--- config.mk ---
export PLATFORM = sky130hd
export DESIGN_NAME = mem_arbiter
export DESIGN_NICKNAME = d
export VERILOG_FILES = /design/src/rtl/mem_arbiter.sv
export SDC_FILE = /design/constraint.sdc
export NUM_CORES = 1
export LEC_CHECK = 0
export CORE_AREA = 2 2 116 118
export CTS_CLUSTER_SIZE = 12
export DETAILED_ROUTE_END_ITERATION = 12
export DIE_AREA = 0 0 118 120
export GPL_ROUTABILITY_DRIVEN = 0
export GPL_TIMING_DRIVEN = 0
export MAX_ROUTING_LAYER = met4
export REMOVE_ABC_BUFFERS = 1
export SYNTH_ARGS = -nofsm -noshare
export SYNTH_HDL_FRONTEND = slang
export SYNTH_SLANG_ARGS = --single-unit
--- constraint.sdc ---
create_clock -name CLK -period 2.05 [get_ports CLK]
set_input_delay 0.5125 -clock CLK [delete_from_list [all_inputs] [get_ports CLK]]
set_output_delay 0.5125 -clock CLK [all_outputs]
set_load 0.1 [all_outputs]
--- src/rtl/mem_arbiter.sv ---
// mem_arbiter: shares one synchronous single-port memory between fetch (I), data (D) and debug (X)
// requesters; a read-tag pipe routes returning words. `define MEM_ARB_PERF_EN adds PERF_CONFLICT.
module mem_arbiter #(
  parameter int AW      = 32,
  parameter int DW      = 32,
  parameter int MEM_LAT = 1
) (
  input  logic          CLK,
  input  logic          RESET_N,
  input  logic          I_REQ,
  input  logic [AW-1:0] I_ADDR,
  output logic          I_GNT,
  output logic          I_RVALID,
  input  logic          D_REQ,
  input  logic          D_WE,
  input  logic [AW-1:0] D_ADDR,
  input  logic [DW-1:0] D_WDATA,
  output logic          D_GNT,
  output logic          D_RVALID,
  input  logic          X_REQ,
  input  logic          X_WE,
  input  logic [AW-1:0] X_ADDR,
  input  logic [DW-1:0] X_WDATA,
  output logic          X_GNT,
  output logic          X_RVALID,
  output logic [DW-1:0] RDATA,
`ifdef MEM_ARB_PERF_EN
  output logic [15:0]   PERF_CONFLICT,
`endif
  output logic          MEM_EN,
  output logic          MEM_WE,
  output logic [AW-1:0] MEM_ADDR,
  output logic [DW-1:0] MEM_WDATA,
  input  logic [DW-1:0] MEM_RDATA
);

  typedef enum logic [1:0] {
    ID_I = 2'd0,
    ID_D = 2'd1,
    ID_X = 2'd2
  } req_id_e;

  typedef struct packed {
    logic    vld;
    req_id_e id;
  } tag_t;

  logic    r_last_d;          // 1: D won the last D/I arbitration, 0: I did (reset)
  tag_t    r_tag [MEM_LAT];
  logic    w_i_win;
  logic    w_d_win;
  logic    w_x_win;
  logic    w_any;
  req_id_e w_id;
  tag_t    w_tag_in;
  tag_t    w_tag_out;

  // Grants are gated by RESET_N so nothing reaches the memory while in reset.
  always_comb begin
    w_x_win = RESET_N & X_REQ;
    w_d_win = RESET_N & ~X_REQ & D_REQ & (~I_REQ | ~r_last_d);
    w_i_win = RESET_N & ~X_REQ & I_REQ & (~D_REQ |  r_last_d);
    w_any   = w_x_win | w_d_win | w_i_win;
  end

  always_comb begin
    MEM_WE    = 1'b0;
    MEM_ADDR  = '0;
    MEM_WDATA = '0;
    w_id      = ID_I;
    if (w_x_win) begin
      MEM_WE    = X_WE;
      MEM_ADDR  = X_ADDR;
      MEM_WDATA = X_WDATA;
      w_id      = ID_X;
    end else if (w_d_win) begin
      MEM_WE    = D_WE;
      MEM_ADDR  = D_ADDR;
      MEM_WDATA = D_WDATA;
      w_id      = ID_D;
    end else if (w_i_win) begin
      MEM_ADDR  = I_ADDR;
      w_id      = ID_I;
    end
  end

  assign MEM_EN = w_any;
  assign I_GNT  = w_i_win;
  assign D_GNT  = w_d_win;
  assign X_GNT  = w_x_win;

  always_ff @(posedge CLK or negedge RESET_N) begin
    if (!RESET_N) begin
      r_last_d <= 1'b0;
    end else if (w_d_win) begin
      r_last_d <= 1'b1;
    end else if (w_i_win) begin
      r_last_d <= 1'b0;
    end
  end

  // Writes still occupy a slot in the tag pipe, but with vld=0 they never raise RVALID.
  assign w_tag_in = '{vld: w_any & ~MEM_WE, id: w_id};

  always_ff @(posedge CLK or negedge RESET_N) begin
    if (!RESET_N) begin
      for (int k = 0; k < MEM_LAT; k++) begin
        r_tag[k] <= '0;
      end
    end else begin
      r_tag[0] <= w_tag_in;
      for (int k = 1; k < MEM_LAT; k++) begin
        r_tag[k] <= r_tag[k-1];
      end
    end
  end

  assign w_tag_out = r_tag[MEM_LAT-1];
  assign I_RVALID  = w_tag_out.vld & (w_tag_out.id == ID_I);
  assign D_RVALID  = w_tag_out.vld & (w_tag_out.id == ID_D);
  assign X_RVALID  = w_tag_out.vld & (w_tag_out.id == ID_X);
  assign RDATA     = MEM_RDATA;

`ifdef MEM_ARB_PERF_EN
  logic [15:0] r_perf;
  logic        w_conflict;

  assign w_conflict = (I_REQ & D_REQ) | (I_REQ & X_REQ) | (D_REQ & X_REQ);

  always_ff @(posedge CLK or negedge RESET_N) begin
    if (!RESET_N) begin
      r_perf <= '0;
    end else if (w_conflict && (r_perf != 16'hFFFF)) begin
      r_perf <= r_perf + 16'd1;
    end
  end

  assign PERF_CONFLICT = r_perf;
`endif

endmodule

# --- After elaboration in Yosys (flattened, before gate mapping) ---
# Index checks and enable logic that the tools add are counted.
word_totals:
  register_bits: 4
  inputBits: 199
  output_inout_bits: 104
classes:
  eq_ne: 2
  mux: 11
  n_bitwise: 19
  n_reduce_logical: 2
ops:
  columns: ["cell", "n"]
  rows:
  - ["2-to-1 mux 32 bit", 5]
  - ["AND 1 bit", 10]
  - ["2-to-1 mux 1 bit", 5]
  - ["NOT 1 bit", 5]
  - ["OR 1 bit", 4]
  - ["== test 2 x 1 -> 1 bit, second input constant", 1]
  - ["== test 2 bit, second input constant", 1]
  - ["logical NOT 2 bit", 1]
  - ["2-to-1 mux 2 bit", 1]
  - ["nonzero test 2 bit", 1]

# --- Depth between registers and ports, before layout ---
# Gate-level depths: netlist of the first run.
logic_depth:
  depth_word: 8
  mapped_depth: 6
  ltp_nobuf: 3

# --- Worst setup path after synthesis of the first run ---
# Ideal clock, no wire load.
synth_timing:
  path_type: "input -> output"
  start: "input port X_REQ"
  end: "output port MEM_WDATA[22]"
  arrival_ps: 2601
  required_ps: 1537
  path_slack_ps: -1063
  path_stages: 3
  n_path_buf: 1
  path_cell_list: "and2_1 > clkbuf_1 > a22o_1"
synth_between:
  elab_cells_between_ends: 7
synth_lines:
  columns: ["item", "line", "text"]
  rows:
  - ["start, declared", "20", "input logic X_REQ,"]
  - ["AND 1 bit", "60", "w_x_win = RESET_N & X_REQ;"]
  - ["via X_GNT", "24", "output logic X_GNT,"]
  - ["2-to-1 mux 32 bit", "71", "if (w_x_win) begin"]
  - ["end, declared", "33", "output logic [DW-1:0] MEM_WDATA,"]
# The timed path passes the listed nets, and every way through them passes these cells.

# --- Final worst setup path of the first run ---
layout_timing:
  start: "input port RESET_N"
  end: "output port MEM_ADDR[2]"
layout_between:
  elab_chain_cells: 6
  elab_cells_between_ends: 9
layout_lines:
  columns: ["item", "line", "text"]
  rows:
  - ["start, declared", "9", "input logic RESET_N,"]
  - ["AND 1 bit", "61, 62", null]
  - ["AND 1 bit (2 in a row)", "62", "w_i_win = RESET_N & ~X_REQ & I_REQ & (~D_REQ | r_last_d);"]
  - ["2-to-1 mux 32 bit", "81", "end else if (w_i_win) begin"]
  - ["2-to-1 mux 32 bit", "76", "end else if (w_d_win) begin"]
  - ["2-to-1 mux 32 bit (*)", "71", null]
  - ["end, declared", "32", "output logic [AW-1:0] MEM_ADDR,"]
# Every way passes the cells marked *; elsewhere a longest branch is shown, timed or not.

==> key figures, run 1 <==
Routing
  • Total number of vias: about 2,500
  • DRC: 0
  • DRT Pass-1 Iters: 6
  • Met2 wire len: about 6000 um
  • Final WL: about 13,000 um
  • Avg Vias per Cell: around 4.5
  • Met3 wire length: approximately 1500 um
  • Metal-1 WL: approximately 5000 um
  • Drt initial violations: between 90 and 100
  • Remaining antenna violation count: 0
  • Top Metal Used: met4
  • Per-cell routed wire length: 22.3 um

Clock tree
  • CTS Sinks: 4
  • Clock Root Buffer: clkbuf_16
  • Num CTS Buffers: 3
  • Clock transition at the registers of the reported paths: ~0.030 ns
  • Hold bufs inserted after CTS: 0
  • CTS tree: yes
  • Skew-Pair Late Insertion Delay: 0.22 ns
  • Total number of H-tree levels: 1
  • Clk buf depth: 2

Layout
  • Syn-to-layout area delta: 250%
  • Ant. Diodes: 0
  • Final std cells w/o fill: 562
  • Final net count: between 500 and 600
  • Most common cell after layout, fill and taps aside: clkdlybuf4s50_1
  • Most frequent cells in the layout: clkdlybuf4s50_1 (162), buf_12 (62), a221o_1 (32), and3_1 (29), a22o_4 (21)
  • Layout cells sized above 1: 35.2%
  • Fillers: between 1,000 and 1,500

Global routing
  • Largest net degree at the start of global routing: 41
  • Initial antenna violation count: 1
  • Global-route wire length before repair: about 16,000 um
  • Aggregate global-route resource usage: between 15 and 20%
  • Number of global-route vias before repair: approximately 2,700
  • Grt ovf: 0

Place
  • Worst slack at placement: -3.23 ns
  • Placed instance count: ~530
  • # port buffers: around 240
  • Detailed placement HPWL: slightly above 8000 um

Worst hold path
  • Hold crit path type: in -> async

Die
  • Die ar.: between 10,000 and 15,000 um2
  • Initial Util: a little over a tenth
  • CORE AREA: around 13,000 um2
  • Horiz. Die Dim: 118 um
  • Cell row count: 42
  • Chip Height: approximately 120 um
  • Number of I/O pins: between 300 and 400

Synth
  • Yosys reg bits: 4
  • Netlist Area Pre-Place: between 1000 and 1500 um2
  • Synth unique cells: 20
  • YS warnings: 0
  • Area leader, netlist: a221o_1
  • Avg Cell Area, Syn: ~8.4 um2
  • Seq/Total Area, Yosys: between 7 and 8%
  • Post-Synthesis Cells: roughly 170
  • Top cells by area, synth: a221o_1 (23%), a22o_1 (21%), buf_4 (17%)
  • Area fraction of the dominant cell type after synthesis: 22.6%

Pwr
  • Leakage power: approximately 2.1 nW
  • VDD IR max: approximately 170 uV
  • Power Density: between 400 and 500 nW/um2

Setup path
  • Crit-path max FO: 12
  • Worst setup EP type: output port
  • Crit Path Class: in -> out
  • Crit. Startpoint: RESET_N
  • Worst EP arrival: around 1.8 ns
  • Worst EP required: 1.54 ns
  • FF-to-FF Start: r_last_d$_DFFE_PN0P_
  • Crit start category: primary input

Timing
  • Worst-Margin Slew: between 0.5 and 0.6 ns
  • Final period utilization: 113%
  • Tmin final: ~2.3 ns
  • Max Slew Vio Count: 0
  • Setup Skew: around 0.0009 ns
  • Max_slew headroom: a little over three fifths
  • Hold Fails Final Rpt: 0
  • Max Freq: between 400 and 500 MHz
  • Final setup violation count: between 60 and 70
  • Setup TNS: -10.22 ns
  • PnR worst setup slack: -0.256 ns
  • Unrepaired setup endpoints after global routing: yes

Run status
  • Status: finished, violations left
  • Failing checks: negative setup slack

Job
  • Max-cap violations: 0
[routing by layer]
metal | global-route usage, % | up-vias
met3 | 7.56 | 8
met2 | 25.4 | 232
met1 | 17.6 | 1165
met4 | 2.71 | 0
met5 | - | -
li1 | - | 1107
[flip-flops by register name, indices dropped and copies added (netlist names)]
name	count
r_last_d	1
r_tag	3
[cell usage after synthesis]
master	number
a22o_1	34
a221o_1	32
buf_4	32
and3_1	30
buf_6	9
clkbuf_1	8
nor3b_1	5
dfrtp_1	4
buf_2	3
and3b_1	2
a221oi_1	1
and2_1	1
and2b_1	1
buf_1	1
inv_1	1
nand2_1	1
nand3b_2	1
nor2_2	1
nor2b_4	1
o31ai_1	1
[critical path, cell delays in order]
cell and delay [ns]:
buf_16 0.11, nor2b_4 0.12, and3_4 0.21, buf_12 0.14, buf_16 0.15, a221o_1 0.36
buf_12 0.18
[power breakdown]
part | switching, mW | leakage [nW] | internal [mW] | total (mW)
logic | 1.02 | 2.04 | 0.805 | 1.83
clock network | 0.0543 | 0.0370 | 0.249 | 0.303
registers | 0.00660 | 0.0510 | 0.0879 | 0.0945
total | 1.08 | 2.13 | 1.14 | 2.22
[final timing paths]
| kind | slack (ns) | endpoint | depth (start not counted) |
|---|---|---|---|
| max | -0.26 | MEM_ADDR[2] | 7 |
| min reg2reg | 0.54 | r_last_d$_DFFE_PN0P_ | 1 |
| min | 0.23 | r_last_d$_DFFE_PN0P_ | 1 |
| max in group asynchronous | 1.70 | r_tag[0]$_DFF_PN0_ | 1 |
| max reg2reg | 0.60 | r_tag[2]$_DFF_PN0_ | 6 |
| min in group CLK | 0.54 | r_last_d$_DFFE_PN0P_ | 1 |
[cells by family (layout without fill, tap and decap cells)]
group	Yosys count	count (layout)	share of synthesized area [%]
AO/OA/AOI/OAI	68	68	44.7
buffers and inverters	54	268	27.8
AND/OR/NAND/NOR	43	46	20.5
flip-flops	4	4	7.05
[metrics by stage]
| stage | power, mW | hold slack (ns) | utilization (%) | instance area [um2] |
|---|---|---|---|---|
| after floorplan | 0.992 | 0.217 | - | 1030 |
| after global placement | 1.52 | 0.503 | 28.0 | 3630 |
| after detailed placement | 1.53 | 0.509 | 28.1 | 3650 |
| after CTS | 2.14 | 0.233 | 35.7 | 4640 |
| after global routing | 2.28 | 0.230 | 38.2 | 4960 |
| final | 2.22 | 0.232 | 38.2 | 4960 |
[timing repair]
action,in CTS,in global routing
resized for setup,643,31
setup buffers,10,8
gates cloned,5,5
setup endpoints to repair,76,69
pin swaps,24,13
[layout make-up]
class                      count  area [um2]  area share, %
sequential                     4         100           2.02
clock buffer                   3        75.1           1.51
tap                          176         220           4.44
multi-input combinational    114        1170           23.5
inverter                       1        3.75         0.0756
timing repair buffer         264        3400           68.5
Power figures use the tool's default switching activity.
==> inputs of run 2 (changes only) <==
--- a/config.mk
+++ b/config.mk
@@ -5,10 +5,10 @@
 export SDC_FILE = /design/constraint.sdc
 export NUM_CORES = 1
 export LEC_CHECK = 0
-export CORE_AREA = 2 2 116 118
+export CORE_AREA = 3 3 117 119
 export CTS_CLUSTER_SIZE = 12
 export DETAILED_ROUTE_END_ITERATION = 12
-export DIE_AREA = 0 0 118 120
+export DIE_AREA = 0 0 120 122
 export GPL_ROUTABILITY_DRIVEN = 0
 export GPL_TIMING_DRIVEN = 0
 export MAX_ROUTING_LAYER = met4
==> key figures, run 2 (synthesis results as in run 1) <==
Run status
  • Status: finished, violations left
  • Failing checks: negative setup slack

Die
  • Initial Util: around 11%
  • Cell row count: 41
  • CORE AREA: about 13,000 um2
  • Die ar.: about 15,000 um2
  • Number of I/O pins: 303
  • Chip Height: between 100 and 150 um
  • Horiz. Die Dim: 120 um

Layout
  • Most frequent cells in the layout: clkdlybuf4s50_1 (162), buf_12 (55), a221o_1 (32), and3_1 (29), a22o_4 (27)
  • Top Registers: r_tag: 3 flops, r_last_d: 1 flops
  • Most common cell after layout, fill and taps aside: clkdlybuf4s50_1
  • Final net count: slightly below 600
  • Largest Register: r_tag
  • Multi-input gate area: about 1200 um2
  • Register area: 100 um2
  • Fin area: approximately 5000 um2
  • Fillers: ~1,200
  • Ant. Diodes: 0
  • Syn-to-layout area delta: 253%
  • Largest register FFs: 3
  • Layout cells sized above 1: 37.6%

Timing
  • Max_slew headroom: between 60% and 70%
  • Hold Fails Final Rpt: 0
  • Unrepaired setup endpoints after global routing: yes
  • Final period utilization: 112%
  • Tmin final: around 2.3 ns
  • Final setup violation count: 66
  • PnR worst setup slack: -0.244 ns
  • Max Freq: 436 MHz
  • Worst-Margin Slew: 0.568 ns
  • Max Slew Vio Count: 0
  • Setup Skew: roughly 0.0005 ns

Job
  • Max-cap violations: 0

Pwr
  • Reg power frac: 4.3%
  • Leakage power: about 2.2 nW
  • Power Density: about 450 nW/um2
  • Clock network fraction of total power: roughly 13%
  • Internal power: roughly 1.1 mW
  • Switching power total: ~1.1 mW
  • Sw Share: 48.8%
  • VDD IR max: between 200 and 250 uV
  • Gate power share: 82.3%

Place
  • DP Area: around 3600 um2
  • Detailed placement HPWL: between 8000 and 9000 um
  • Worst slack at placement: -3.18 ns
  • # port buffers: 238

Setup path
  • Worst EP arrival: 1.78 ns
  • Worst setup EP type: output port
  • Crit Path Class: in -> out
  • Crit-path max FO: 11
  • Crit start category: primary input
  • Worst EP required: about 1.5 ns

Clock tree
  • Num CTS Buffers: 3
  • Total number of H-tree levels: 1
  • Clock transition at the registers of the reported paths: ~0.03 ns
  • Skew-Pair Late Insertion Delay: approximately 0.22 ns
  • CTS tree: yes
  • Hold bufs inserted after CTS: 0
  • Clock Root Buffer: clkbuf_16
  • CTS Sinks: 4
  • Clk buf depth: 2

Worst hold path
  • Hold crit path type: in -> async

Global routing
  • Number of global-route vias before repair: 2,828
  • Global-route wire length before repair: between 15,000 and 20,000 um
  • Grt ovf: 0
  • Aggregate global-route resource usage: between 10% and 20%
  • Largest net degree at the start of global routing: 21
  • Initial antenna violation count: 0

Routing
  • Avg Vias per Cell: between 4 and 5
  • Drt initial violations: ~110
  • DRC: 0
  • Remaining antenna violation count: 0
  • DRT Pass-1 Iters: 4
  • Per-cell routed wire length: ~23 um
  • Final WL: 12,900 um
  • Total number of vias: roughly 2,500
run 2: cell count changes in the layout (fill, tap and decap cells not counted), sizes merged:
cell    previous run  this run
and3              30        32
bufbuf             1         3
buf               96        95
clkbuf             5         4
run 2: final timing paths:
kind,slack [ns],cells after the start,from,end
max,-0.24,7,RESET_N,MEM_ADDR[11]
min,0.23,1,RESET_N,r_tag[1]$_DFF_PN0_
max reg2reg,0.88,3,r_last_d$_DFFE_PN0P_,r_tag[2]$_DFF_PN0_
min reg2reg,0.59,1,r_last_d$_DFFE_PN0P_,r_last_d$_DFFE_PN0P_
max in group asynchronous,1.69,1,RESET_N,r_tag[2]$_DFF_PN0_
min in group CLK,0.59,1,r_last_d$_DFFE_PN0P_,r_last_d$_DFFE_PN0P_
run 2: metal layers:
metal | track usage, % | wire [um]
met1 | 17.5 | 4810
met2 | 27.5 | 6210
met3 | 7.43 | 1750
met4 | 2.08 | 122
met5 | - | 0
run 2: what timing repair did:
item,in CTS,in global routing
pin swaps,39,11
resized for setup,646,29
cloned,11,1
hold endpoints to repair,0,0
buffers inserted,16,3
endpoints found under the setup margin,76,68
run 2: area by class of cell:
cell class | instances | share of cell area, %
multi-input combinational | 116 | 25.0
sequential | 4 | 2.00
timing repair buffer | 264 | 67.2
tap | 172 | 4.30
clock buffer | 3 | 1.50
inverter | 1 | 0.0749
run 2: metrics by stage:
step	total power [mW]	cells	hold WS [ns]	utilization [%]	TNS, ns
after floorplan	0.992	116	0.217	-	-134.37
after global placement	1.52	526	0.504	28.6	-266.98
after detailed placement	1.53	527	0.515	28.8	-207.53
after CTS	2.18	557	0.234	37.9	-11.43
after global routing	2.29	560	0.232	39.5	-12.62
final	2.23	560	0.235	39.5	-10.46
run 2: power groups by stage:
stage	Clock (mW)	Sequential, mW	Combinational [mW]
6_report	0.299	0.0965	1.84
5_1_grt	0.313	0.0978	1.88
4_1_cts	0.305	0.0961	1.78
3_5_place_dp	0	0.0943	1.43
3_3_place_gp	0	0.0938	1.42
2_1_floorplan	0	0.0926	0.900
run 2: critical path, stage by stage:
cell and delay, ns:
buf_16 0.11, nor2b_4 0.13, and3_4 0.19, buf_12 0.13
buf_12 0.14, a221o_1 0.36, buf_12 0.18
==> inputs of run 3 (changes only) <==
--- a/config.mk
+++ b/config.mk
@@ -5,12 +5,12 @@
 export SDC_FILE = /design/constraint.sdc
 export NUM_CORES = 1
 export LEC_CHECK = 0
+export ABC_CLOCK_PERIOD_IN_PS = 2050
 export CORE_AREA = 3 3 117 119
 export CTS_CLUSTER_SIZE = 12
 export DETAILED_ROUTE_END_ITERATION = 12
 export DIE_AREA = 0 0 120 122
 export GPL_ROUTABILITY_DRIVEN = 0
-export GPL_TIMING_DRIVEN = 0
 export MAX_ROUTING_LAYER = met4
 export REMOVE_ABC_BUFFERS = 1
 export SYNTH_ARGS = -nofsm -noshare
==> key figures, run 3 (synthesis results as in run 1) <==
Clock tree
  • CTS tree: yes
  • CTS Sinks: 4
  • Clock transition at the registers of the reported paths: about 0.03 ns
  • Clk buf depth: 2
  • Num CTS Buffers: 3
  • Clock Root Buffer: clkbuf_16
  • Hold bufs inserted after CTS: 0
  • Total number of H-tree levels: 1
  • Skew-Pair Late Insertion Delay: ~0.22 ns

Layout
  • Largest register FFs: 3
  • Final net count: around 590
  • Largest Register: r_tag
  • Top Registers: r_tag: 3 flops, r_last_d: 1 flops
  • Layout cells sized above 1: 35.5%
  • Ant. Diodes: 0
  • Most common cell after layout, fill and taps aside: clkdlybuf4s50_1
  • Fillers: approximately 1,200
  • Fin area: 5100 um2
  • Syn-to-layout area delta: 259%
  • Most frequent cells in the layout: clkdlybuf4s50_1 (162), buf_12 (77), a221o_1 (32), and3_1 (29), a22o_4 (18)

Setup path
  • Worst-path cell chain: buf_6 > nor2b_4 > and3_4 > buf_12 > buf_8 > buf_16 > a22o_4 > buf_12
  • Crit-path leading delay family: buffers and inverters
  • Crit path buf inv count: 5
  • Worst path most repeated cell: buf_12
  • Worst EP required: 1.54 ns
  • Worst EP arrival: around 1.8 ns
  • Critical path's largest stage delay: ~0.25 ns
  • Worst r2r path cells: 8
  • Crit start category: primary input
  • Worst path depth: 8
  • Worst setup EP type: output port
  • Max stage delay cell, worst path: a22o_4
  • Crit Path Class: in -> out
  • Crit-path max FO: 5
  • Reg2Reg Setup Slack: ~0.34 ns

Timing
  • Unrepaired setup endpoints after global routing: yes
  • Setup Skew: 0.000775 ns
  • Max Slew Vio Count: 0
  • Max_slew headroom: about three quarters
  • Tmin final: 2.26 ns
  • Hold Fails Final Rpt: 0
  • Setup TNS: -10.60 ns
  • PnR worst setup slack: -0.208 ns
  • Final setup violation count: 66
  • Final period utilization: 110%
  • Worst-Margin Slew: 0.387 ns
  • Max Freq: ~440 MHz

Routing
  • Avg Vias per Cell: ~4.5
  • Final WL: around 12,000 um
  • Total number of vias: between 2,000 and 3,000
  • Drt initial violations: 137
  • Per-cell routed wire length: approximately 21 um
  • DRT Pass-1 Iters: 4
  • Remaining antenna violation count: 0
  • DRC: 0

Global routing
  • Largest net degree at the start of global routing: between 40 and 50
  • Initial antenna violation count: 0
  • Aggregate global-route resource usage: roughly 15%
  • Number of global-route vias before repair: 2,772
  • Grt ovf: 0
  • Global-route wire length before repair: between 15,000 and 20,000 um

Die
  • Die ar.: about 15,000 um2
  • Initial Util: 11.2%
  • Chip Height: 122 um
  • Cell row count: 41
  • Horiz. Die Dim: between 100 and 150 um
  • Number of I/O pins: 303
  • CORE AREA: 12,700 um2

Pwr
  • Power Density: between 400 and 500 nW/um2
  • VDD IR max: 220 uV
  • Overall Power: ~2.3 mW
  • Leakage power: 2.18 nW

Job
  • Max-cap violations: 0

Run status
  • Failing checks: negative setup slack
  • Status: finished, violations left

Place
  • # port buffers: between 200 and 250
  • DP Area: approximately 4500 um2
  • Detailed placement HPWL: 9180 um

Worst hold path
  • Hold crit path type: in -> async
[run 3: changes by cell type in the layout (fill, tap and decap cells not counted), sizes merged]
cell	before	now
buf	95	108
clkdlybuf4s15	3	0
and2	3	1
and3	32	30
bufbuf	3	1
nor2	2	1
[run 3: power by group]
group,internal (mW),switching (mW),leakage [nW],total (mW)
combinational,0.841,1.02,2.09,1.86
clock,0.249,0.0504,0.0370,0.299
sequential,0.0878,0.00713,0.0510,0.0950
total,1.18,1.07,2.18,2.25
[run 3: metrics by stage]
stage               std cells  hold slack (ns)  util (%)  setup slack, ns
floorplan                 116            0.217         -            -2.03
global route              563            0.205      40.3           -0.235
CTS                       563            0.197      39.6           -0.214
global placement          546            0.521      35.8           -0.638
detailed placement        546            0.514      35.8           -0.672
finish                    563            0.198      40.3           -0.208
[run 3: final cells by class]
| type | count | area, um2 | share of cell area (%) |
|---|---|---|---|
| multi-input cells | 111 | 1110 | 21.7 |
| well taps | 172 | 215 | 4.22 |
| inverters | 1 | 3.75 | 0.0736 |
| flip-flops and latches | 4 | 100 | 1.96 |
| repair buffers | 272 | 3600 | 70.5 |
| clock buffers | 3 | 75.1 | 1.47 |
[run 3: worst reg2reg max path, stage by stage (launching register included)]
cell and delay [ns]:
dfrtp_1 0.38, nand2_2 0.08, and3_4 0.21, buf_12 0.15, buf_12 0.13, buf_16 0.13
buf_4 0.13, buf_4 0.13, a221oi_1 0.27
[run 3: final timing paths]
path / start / endpoint
max: RESET_N / MEM_WDATA[11]
min: RESET_N / r_tag[2]$_DFF_PN0_
max reg2reg: r_last_d$_DFFE_PN0P_ / r_tag[2]$_DFF_PN0_
min reg2reg: r_last_d$_DFFE_PN0P_ / r_last_d$_DFFE_PN0P_
max in group asynchronous: RESET_N / r_tag[1]$_DFF_PN0_
min in group CLK: r_last_d$_DFFE_PN0P_ / r_last_d$_DFFE_PN0P_
[run 3: layer usage]
metal / vias up / share of wire [%] / GRT usage [%]
met3: 8 / 12 / 5.43
met4: 0 / 1.2 / 2.29
met2: 223 / 48 / 25.3
li1: 1110 / - / -
met5: - / 0 / -
met1: 1175 / 39 / 17.1
[run 3: timing repair]
| action | CTS | global route |
|---|---|---|
| cloned | 7 | 1 |
| setup endpoints to repair | 69 | 68 |
| pin swaps | 63 | 8 |
| setup buffers | 7 | 1 |
| gates resized for setup | 46 | 16 |
